[src/rtl/cpu_ctrl_pkg.sv]
// Shared encodings for the multi-cycle controller: opcodes, functs, ALU ops, mux selects,
// FSM states and the per-cycle control word.
package cpu_ctrl_pkg;

  localparam int unsigned INS_W    = 32;
  localparam int unsigned OPC_W    = 6;
  localparam int unsigned FUNCT_W  = 6;
  localparam int unsigned ALU_OP_W = 3;

  localparam logic [OPC_W-1:0] OPC_RTYPE = 6'b000000;
  localparam logic [OPC_W-1:0] OPC_ADDI  = 6'b001000;
  localparam logic [OPC_W-1:0] OPC_LW    = 6'b100011;
  localparam logic [OPC_W-1:0] OPC_SW    = 6'b101011;
  localparam logic [OPC_W-1:0] OPC_BEQ   = 6'b000100;
  localparam logic [OPC_W-1:0] OPC_J     = 6'b000010;

  localparam logic [FUNCT_W-1:0] FN_ADD = 6'b100000;
  localparam logic [FUNCT_W-1:0] FN_SUB = 6'b100010;
  localparam logic [FUNCT_W-1:0] FN_AND = 6'b100100;
  localparam logic [FUNCT_W-1:0] FN_OR  = 6'b100101;
  localparam logic [FUNCT_W-1:0] FN_SLT = 6'b101010;

  localparam logic [ALU_OP_W-1:0] ALU_AND = 3'b000;
  localparam logic [ALU_OP_W-1:0] ALU_OR  = 3'b001;
  localparam logic [ALU_OP_W-1:0] ALU_ADD = 3'b010;
  localparam logic [ALU_OP_W-1:0] ALU_SUB = 3'b110;
  localparam logic [ALU_OP_W-1:0] ALU_SLT = 3'b111;

  localparam logic       SRC_A_PC      = 1'b0;
  localparam logic       SRC_A_RS      = 1'b1;
  localparam logic [1:0] SRC_B_RT      = 2'b00;
  localparam logic [1:0] SRC_B_FOUR    = 2'b01;
  localparam logic [1:0] SRC_B_IMM     = 2'b10;
  localparam logic [1:0] SRC_B_IMM_SH2 = 2'b11;
  localparam logic [1:0] PC_SRC_ALU    = 2'b00;
  localparam logic [1:0] PC_SRC_ALUOUT = 2'b01;
  localparam logic [1:0] PC_SRC_JUMP   = 2'b10;

  typedef enum logic [3:0] {
    S_RST, S_FETCH, S_DECODE, S_EXEC_R, S_WB_R, S_EXEC_I, S_WB_I,
    S_MEM_ADR, S_MEM_RD, S_MEM_WB, S_MEM_WR, S_BRANCH, S_JUMP, S_ILLEGAL
  } state_e;

  // Only the fields the controller decodes are kept from the instruction word.
  typedef struct packed {
    logic [OPC_W-1:0]   opcode;
    logic [FUNCT_W-1:0] funct;
  } ir_t;

  typedef struct packed {
    logic                ins_ready;
    logic [ALU_OP_W-1:0] alu_op;
    logic                alu_src_a;
    logic [1:0]          alu_src_b;
    logic                pc_write;
    logic                pcw_on_valid;
    logic                pcw_on_zero;
    logic [1:0]          pc_src;
    logic                reg_write;
    logic                reg_dst;
    logic                mem_to_reg;
    logic                mem_req;
    logic                mem_we;
    logic                illegal;
  } ctrl_t;

endpackage

[src/rtl/multicycle_ctrl_if.sv]
// Fetch/memory handshake and datapath control bundle between the controller and its environment.
interface multicycle_ctrl_if #(parameter int unsigned CNT_W = 32);
  logic             ins_valid;
  logic [31:0]      ins;
  logic             ins_ready;
  logic             alu_zero;
  logic             mem_ack;
  logic [2:0]       alu_op;
  logic             alu_src_a;
  logic [1:0]       alu_src_b;
  logic             pc_write;
  logic [1:0]       pc_src;
  logic             reg_write;
  logic             reg_dst;
  logic             mem_to_reg;
  logic             mem_req;
  logic             mem_we;
  logic             illegal;
  logic [CNT_W-1:0] retired;

  modport master (
    output ins_valid, ins, alu_zero, mem_ack,
    input  ins_ready, alu_op, alu_src_a, alu_src_b, pc_write, pc_src,
           reg_write, reg_dst, mem_to_reg, mem_req, mem_we, illegal, retired
  );

  modport slave (
    input  ins_valid, ins, alu_zero, mem_ack,
    output ins_ready, alu_op, alu_src_a, alu_src_b, pc_write, pc_src,
           reg_write, reg_dst, mem_to_reg, mem_req, mem_we, illegal, retired
  );
endinterface

[src/rtl/alu_op_decode.sv]
// R-type funct to ALU op mapping, with a flag marking the supported functs.
module alu_op_decode
  import cpu_ctrl_pkg::*;
(
  input  logic [FUNCT_W-1:0]  funct,
  output logic [ALU_OP_W-1:0] alu_op_c,
  output logic                legal_c
);
  always_comb begin
    alu_op_c = ALU_ADD;
    legal_c  = 1'b1;
    unique case (funct)
      FN_ADD:  alu_op_c = ALU_ADD;
      FN_SUB:  alu_op_c = ALU_SUB;
      FN_AND:  alu_op_c = ALU_AND;
      FN_OR:   alu_op_c = ALU_OR;
      FN_SLT:  alu_op_c = ALU_SLT;
      default: legal_c  = 1'b0;
    endcase
  end
endmodule

[src/rtl/multicycle_ctrl.sv]
// Multi-cycle instruction sequencer: fetch/decode/execute/memory/writeback control with a
// retired-instruction counter. Control outputs are flopped from the next-state decode.
module multicycle_ctrl
  import cpu_ctrl_pkg::*;
#(
  parameter int unsigned CNT_W = 32
) (
  input logic               clk,
  input logic               rst_n,
  multicycle_ctrl_if.slave  bus
);
  state_e            state_q, state_d;
  ir_t               ir_q, ir_d;
  ctrl_t             ctrl_q, ctrl_d;
  logic [CNT_W-1:0]  retired_q, retired_d;
  logic [ALU_OP_W-1:0] fn_alu_op_c;
  logic              fn_legal_c;

  alu_op_decode u_alu_op_decode (
    .funct    (ir_q.funct),
    .alu_op_c (fn_alu_op_c),
    .legal_c  (fn_legal_c)
  );

  // Next state and instruction register
  always_comb begin
    state_d = state_q;
    ir_d    = ir_q;
    case (state_q)
      S_RST:    state_d = S_FETCH;
      S_FETCH: begin
        if (bus.ins_valid) begin
          ir_d    = '{opcode: bus.ins[31:26], funct: bus.ins[5:0]};
          state_d = S_DECODE;
        end
      end
      S_DECODE: begin
        case (ir_q.opcode)
          OPC_RTYPE:      state_d = fn_legal_c ? S_EXEC_R : S_ILLEGAL;
          OPC_ADDI:       state_d = S_EXEC_I;
          OPC_LW, OPC_SW: state_d = S_MEM_ADR;
          OPC_BEQ:        state_d = S_BRANCH;
          OPC_J:          state_d = S_JUMP;
          default:        state_d = S_ILLEGAL;
        endcase
      end
      S_EXEC_R:  state_d = S_WB_R;
      S_WB_R:    state_d = S_FETCH;
      S_EXEC_I:  state_d = S_WB_I;
      S_WB_I:    state_d = S_FETCH;
      S_MEM_ADR: state_d = (ir_q.opcode == OPC_LW) ? S_MEM_RD : S_MEM_WR;
      S_MEM_RD:  if (bus.mem_ack) state_d = S_MEM_WB;
      S_MEM_WB:  state_d = S_FETCH;
      S_MEM_WR:  if (bus.mem_ack) state_d = S_FETCH;
      S_BRANCH:  state_d = S_FETCH;
      S_JUMP:    state_d = S_FETCH;
      S_ILLEGAL: begin
        ir_d    = '0;
        state_d = S_FETCH;
      end
      default:   state_d = S_RST;
    endcase
  end

  // Control word for the state being entered, so every output comes straight from a flop
  always_comb begin
    ctrl_d = '0;
    case (state_d)
      S_FETCH: begin
        ctrl_d.ins_ready    = 1'b1;
        ctrl_d.alu_src_a    = SRC_A_PC;
        ctrl_d.alu_src_b    = SRC_B_FOUR;
        ctrl_d.alu_op       = ALU_ADD;
        ctrl_d.pc_src       = PC_SRC_ALU;
        ctrl_d.pcw_on_valid = 1'b1;
      end
      S_DECODE: begin
        ctrl_d.alu_src_a = SRC_A_PC;
        ctrl_d.alu_src_b = SRC_B_IMM_SH2;
        ctrl_d.alu_op    = ALU_ADD;
      end
      S_EXEC_R: begin
        ctrl_d.alu_src_a = SRC_A_RS;
        ctrl_d.alu_src_b = SRC_B_RT;
        ctrl_d.alu_op    = fn_alu_op_c;
      end
      S_WB_R: begin
        ctrl_d.reg_dst   = 1'b1;
        ctrl_d.reg_write = 1'b1;
      end
      S_EXEC_I, S_MEM_ADR: begin
        ctrl_d.alu_src_a = SRC_A_RS;
        ctrl_d.alu_src_b = SRC_B_IMM;
        ctrl_d.alu_op    = ALU_ADD;
      end
      S_WB_I:   ctrl_d.reg_write = 1'b1;
      S_MEM_RD: ctrl_d.mem_req   = 1'b1;
      S_MEM_WB: begin
        ctrl_d.mem_to_reg = 1'b1;
        ctrl_d.reg_write  = 1'b1;
      end
      S_MEM_WR: begin
        ctrl_d.mem_req = 1'b1;
        ctrl_d.mem_we  = 1'b1;
      end
      S_BRANCH: begin
        ctrl_d.alu_src_a   = SRC_A_RS;
        ctrl_d.alu_src_b   = SRC_B_RT;
        ctrl_d.alu_op      = ALU_SUB;
        ctrl_d.pc_src      = PC_SRC_ALUOUT;
        ctrl_d.pcw_on_zero = 1'b1;
      end
      S_JUMP: begin
        ctrl_d.pc_src   = PC_SRC_JUMP;
        ctrl_d.pc_write = 1'b1;
      end
      S_ILLEGAL: ctrl_d.illegal = 1'b1;
      default: ;
    endcase
  end

  always_comb begin
    retired_d = retired_q;
    if (state_d == S_FETCH &&
        state_q inside {S_WB_R, S_WB_I, S_MEM_WB, S_MEM_WR, S_BRANCH, S_JUMP})
      retired_d = retired_q + CNT_W'(1);
  end

  always_ff @(posedge clk or negedge rst_n) begin
    if (!rst_n) begin
      state_q   <= S_RST;
      ir_q      <= '0;
      ctrl_q    <= '0;
      retired_q <= '0;
    end else begin
      state_q   <= state_d;
      ir_q      <= ir_d;
      ctrl_q    <= ctrl_d;
      retired_q <= retired_d;
    end
  end

  // pc_write qualifies the flopped enable with the live accept / zero flag
  assign bus.pc_write   = ctrl_q.pc_write
                        | (ctrl_q.pcw_on_valid & bus.ins_valid)
                        | (ctrl_q.pcw_on_zero  & bus.alu_zero);
  assign bus.ins_ready  = ctrl_q.ins_ready;
  assign bus.alu_op     = ctrl_q.alu_op;
  assign bus.alu_src_a  = ctrl_q.alu_src_a;
  assign bus.alu_src_b  = ctrl_q.alu_src_b;
  assign bus.pc_src     = ctrl_q.pc_src;
  assign bus.reg_write  = ctrl_q.reg_write;
  assign bus.reg_dst    = ctrl_q.reg_dst;
  assign bus.mem_to_reg = ctrl_q.mem_to_reg;
  assign bus.mem_req    = ctrl_q.mem_req;
  assign bus.mem_we     = ctrl_q.mem_we;
  assign bus.illegal    = ctrl_q.illegal;
  assign bus.retired    = retired_q;

endmodule

[src/flat_wrapper.sv]
// flat-port wrapper written by rule: the top's interface ports become plain ports
module multicycle_ctrl_flat import cpu_ctrl_pkg::*;
#(
  parameter int unsigned CNT_W = 32
)
  (clk, rst_n, bus_ins_valid, bus_ins, bus_alu_zero, bus_mem_ack, bus_ins_ready, bus_alu_op, bus_alu_src_a, bus_alu_src_b, bus_pc_write, bus_pc_src, bus_reg_write, bus_reg_dst, bus_mem_to_reg, bus_mem_req, bus_mem_we, bus_illegal, bus_retired);
  multicycle_ctrl_if #(.CNT_W(CNT_W)) bus_i ();
  input logic clk;
  input logic rst_n;
  input wire logic [$bits(bus_i.ins_valid)-1:0] bus_ins_valid;
  input wire logic [$bits(bus_i.ins)-1:0] bus_ins;
  input wire logic [$bits(bus_i.alu_zero)-1:0] bus_alu_zero;
  input wire logic [$bits(bus_i.mem_ack)-1:0] bus_mem_ack;
  output wire logic [$bits(bus_i.ins_ready)-1:0] bus_ins_ready;
  output wire logic [$bits(bus_i.alu_op)-1:0] bus_alu_op;
  output wire logic [$bits(bus_i.alu_src_a)-1:0] bus_alu_src_a;
  output wire logic [$bits(bus_i.alu_src_b)-1:0] bus_alu_src_b;
  output wire logic [$bits(bus_i.pc_write)-1:0] bus_pc_write;
  output wire logic [$bits(bus_i.pc_src)-1:0] bus_pc_src;
  output wire logic [$bits(bus_i.reg_write)-1:0] bus_reg_write;
  output wire logic [$bits(bus_i.reg_dst)-1:0] bus_reg_dst;
  output wire logic [$bits(bus_i.mem_to_reg)-1:0] bus_mem_to_reg;
  output wire logic [$bits(bus_i.mem_req)-1:0] bus_mem_req;
  output wire logic [$bits(bus_i.mem_we)-1:0] bus_mem_we;
  output wire logic [$bits(bus_i.illegal)-1:0] bus_illegal;
  output wire logic [$bits(bus_i.retired)-1:0] bus_retired;
  assign bus_i.ins_valid = bus_ins_valid;
  assign bus_i.ins = bus_ins;
  assign bus_i.alu_zero = bus_alu_zero;
  assign bus_i.mem_ack = bus_mem_ack;
  assign bus_ins_ready = bus_i.ins_ready;
  assign bus_alu_op = bus_i.alu_op;
  assign bus_alu_src_a = bus_i.alu_src_a;
  assign bus_alu_src_b = bus_i.alu_src_b;
  assign bus_pc_write = bus_i.pc_write;
  assign bus_pc_src = bus_i.pc_src;
  assign bus_reg_write = bus_i.reg_write;
  assign bus_reg_dst = bus_i.reg_dst;
  assign bus_mem_to_reg = bus_i.mem_to_reg;
  assign bus_mem_req = bus_i.mem_req;
  assign bus_mem_we = bus_i.mem_we;
  assign bus_illegal = bus_i.illegal;
  assign bus_retired = bus_i.retired;
  multicycle_ctrl #(.CNT_W(CNT_W)) u_core (.clk(clk), .rst_n(rst_n), .bus(bus_i));
endmodule
[config.mk]
export PLATFORM = sky130hd
export DESIGN_NAME = multicycle_ctrl_flat
export DESIGN_NICKNAME = d
export VERILOG_FILES = /design/src/rtl/cpu_ctrl_pkg.sv /design/src/rtl/multicycle_ctrl_if.sv /design/src/rtl/alu_op_decode.sv /design/src/rtl/multicycle_ctrl.sv /design/src/flat_wrapper.sv
export SDC_FILE = /design/constraint.sdc
export NUM_CORES = 1
export LEC_CHECK = 0
export BUFFER_PORTS_ARGS = -buffer_cell sky130_fd_sc_hd__buf_2
export CAP_MARGIN = 20
export CORE_ASPECT_RATIO = 1.5
export CORE_UTILIZATION = 41
export CTS_BUF_LIST = sky130_fd_sc_hd__clkbuf_16
export DETAILED_ROUTE_END_ITERATION = 6
export PLACE_DENSITY = 0.61
export SETUP_SLACK_MARGIN = 0.02
export SLEW_MARGIN = 30
export SYNTH_ARGS = -nofsm -noshare
export SYNTH_HDL_FRONTEND = slang
export SYNTH_SLANG_ARGS = --single-unit
[constraint.sdc]
create_clock -name clk -period 2.6 [get_ports clk]
set_input_delay 0.26 -clock clk [delete_from_list [all_inputs] [get_ports clk]]
set_output_delay 0.26 -clock clk [all_outputs]
set_load 0.01 [all_outputs]
==> flow_metrics.env <==
export IMPL_ys_flop_type="dfrtp_1"
export IMPL_syn_inst=266
export IMPL_cts_max_path_buffers=2
export IMPL_critPathArrivalTime_ps=2350
export IMPL_clk_pin_slew_ps=50
export IMPL_min_path_cells=2
export IMPL_ys_ff_latch=65
export IMPL_post_route_period_util_pct=82.9
export IMPL_r2r_start="u_core.ir_q[11]$_DFFE_PN0P_"
export IMPL_rsz0062_at_grt="no"
export IMPL_cts_buffers=9
export IMPL_crit_chain="or4_4 -> o31a_1 -> o311ai_4 -> or2_4 -> o21ai_1"
export IMPL_cts_max_level=3
export IMPL_grt_pass1_vias=2155
export IMPL_postSynth_asyncResetShare_pct=100
export IMPL_yosysWarnings=0
export IMPL_grtUsageTotal_pct=16.6
export IMPL_cts_tree="yes"
export IMPL_grt_max_degree=41
export IMPL_final_cell_mix="dfrtp_1 (65), buf_2 (63), nand2_1 (21)"
export IMPL_rows=37
export IMPL_wire_per_inst_um=13.9
export IMPL_crit_start="u_core.ir_q[11]$_DFFE_PN0P_"
export IMPL_worstReg2RegEnd="u_core.bus.alu_src_a$_DFF_PN0_"
export IMPL_fillers=646
export IMPL_drc=0
export IMPL_drtIter0Drc=61
export IMPL_core_region_area_um2=6940
export IMPL_syn_to_final_growth_pct=21.4
export IMPL_startpoint_type="flop"
export IMPL_instances_no_fill=415
export IMPL_ant_nets=0
export IMPL_vdd_drop_max_v=0.000525
export IMPL_crit_buf_inv=0
export IMPL_die_w_um=71.7
export IMPL_initial_core_util_pct=43.0
export IMPL_fmax_mhz=464
export IMPL_fin_crit_ps=2160
export IMPL_drv_slew=0
export IMPL_min_to="u_core.ir_q[5]$_DFFE_PN0P_"
export IMPL_min_path_type="input port to flop"
export IMPL_num_vias=2185
export IMPL_setup_viol=0
export IMPL_synth_edff_count=0
export IMPL_largest_register_ffs=32
export IMPL_crit_family="compound AO/OA/AOI/OAI gates"
export IMPL_cp_slowest_cell="or4_4"
export IMPL_max_slew_worst_pin_slew_ps=662
export IMPL_fin_skew_ps=5.38
export IMPL_place_inst=399
export IMPL_crit_cells=5
export IMPL_antenna_found_initial=0
export IMPL_crit_required_ps=2790
export IMPL_seq_area_frac_synth_pct=54.5
export IMPL_cts_root_buf="clkbuf_16"
export IMPL_yosys_cell_types_count=51
export IMPL_clock_sinks=65
export IMPL_cp_end_kind="flop"
export IMPL_final_hold_violation_count=0
export IMPL_min_from="bus_ins[5]"
export IMPL_critPathMaxStageDelay_ps=560
export IMPL_place_gp_congestion=0.774
export IMPL_post_cts_setup_buffers=0
export IMPL_relSlewSlack_pct=55.5
export IMPL_final_nets=371
export IMPL_cap_violations=0
export IMPL_dp_hpwl_mm=4.29
export IMPL_tns_ps=0
export IMPL_worstSkewPairLatency_ps=320
export IMPL_antennaDiodeCount=0
export IMPL_hold_worst_slack_ps=160
export IMPL_grt_pass1_wl_mm=9.83
export IMPL_numPortBuffers=64
export IMPL_status="complete, no violations"
export IMPL_critPathKind="flop to flop"
export IMPL_mostFrequentLayoutCell="dfrtp_1"
export IMPL_wirelength_mm=5.77
export IMPL_p_leak_nw=1.87
export IMPL_dieArea_um2=7640
export IMPL_synth_avg_cell_area_um2=11.2
export IMPL_synth_fp_nets=304
export IMPL_drive_above_1_share_pct=27.3
export IMPL_ff2ff_path_depth=5
export IMPL_reg2reg_slack_ps=440
export IMPL_power_density_nw_per_um2=984
export IMPL_num_io_pins=85
export IMPL_synth_area_um2=2990
export IMPL_cp_max_fo=10
export IMPL_overflow=0
export IMPL_dieHeight_um=107
export IMPL_via_per_inst=5.27
export IMPL_dr_pass1_iters=4
[cell usage after synthesis (3+ instances only)]
cell	count	area, um2
xnor2_1	17	149
nor2b_1	8	50.1
xor2_1	15	131
nor3b_1	7	52.6
nor4_1	4	25.0
nand3_1	13	65.1
buf_4	8	60.1
a21o_1	3	22.5
a21oi_1	3	15.0
and3_1	10	62.6
nor3_1	5	25.0
nor2_1	16	60.1
nand2_1	21	78.8
buf_2	3	15.0
clkbuf_1	3	11.3
a22o_1	12	105
dfrtp_1	65	1630
inv_1	7	26.3
nand4_1	6	37.5
[worst max-delay path by stage]
stage,end,slack (ps)
floorplan,u_core.bus.alu_src_a$_DFF_PN0_,620
finish,u_core.bus.alu_src_a$_DFF_PN0_,440
CTS,u_core.bus.alu_src_a$_DFF_PN0_,450
global placement,u_core.bus.alu_src_a$_DFF_PN0_,470
global route,u_core.bus.alu_src_b[1]$_DFF_PN0_,330
detailed placement,u_core.bus.alu_src_a$_DFF_PN0_,470
[power breakdown]
group          internal [mW]  switching, mW
combinational          0.522          0.539
clock                  0.622          0.393
sequential              1.23          0.261
[per-layer routing]
metal / vias to the layer above / share of wire (%) / global-route usage (%)
met2: 56 / 52 / 29.0
met3: 10 / 3.5 / 2.56
met1: 1042 / 42 / 19.4
met5: - / 0 / 0
met4: 0 / 2.1 / 8.40
li1: 1077 / - / -
[layout make-up]
| type | count | area (um2) | area share [%] |
|---|---|---|---|
| multi-input combinational | 179 | 1240 | 34.3 |
| sequential | 65 | 1630 | 44.9 |
| tap | 78 | 97.6 | 2.69 |
| clock buffer | 9 | 225 | 6.21 |
| clock inverter | 6 | 27.5 | 0.759 |
| inverter | 7 | 26.3 | 0.725 |
| timing repair buffer | 71 | 378 | 10.4 |
[kinds of logic (layout without fill, tap and decap cells)]
logic type / after synthesis / in the layout / synth area share (%)
simple gates: 104 / 104 / 19.7
mux: 1 / 1 / 0.377
buf+inv: 22 / 93 / 3.90
compound gates: 40 / 40 / 11.4
xor+xnor: 32 / 32 / 9.38
fa+ha+maj: 2 / 2 / 0.754
flops: 65 / 65 / 54.5
[through the flow]
stage	power, mW	worst slack (ps)	area, um2	util, %
floorplan	2.27	618	2990	-
global placement	2.56	471	3360	48.4
detailed placement	2.58	466	3360	48.4
CTS	3.61	449	3610	52.0
global route	3.80	325	3620	52.2
finish	3.57	444	3620	52.2
[timing repair]
action	4_1_cts	5_1_grt
hold buffers	0	1
hold endpoints to repair	0	38
resized for setup	0	0
No activity file was read; power rests on OpenSTA's default activity.
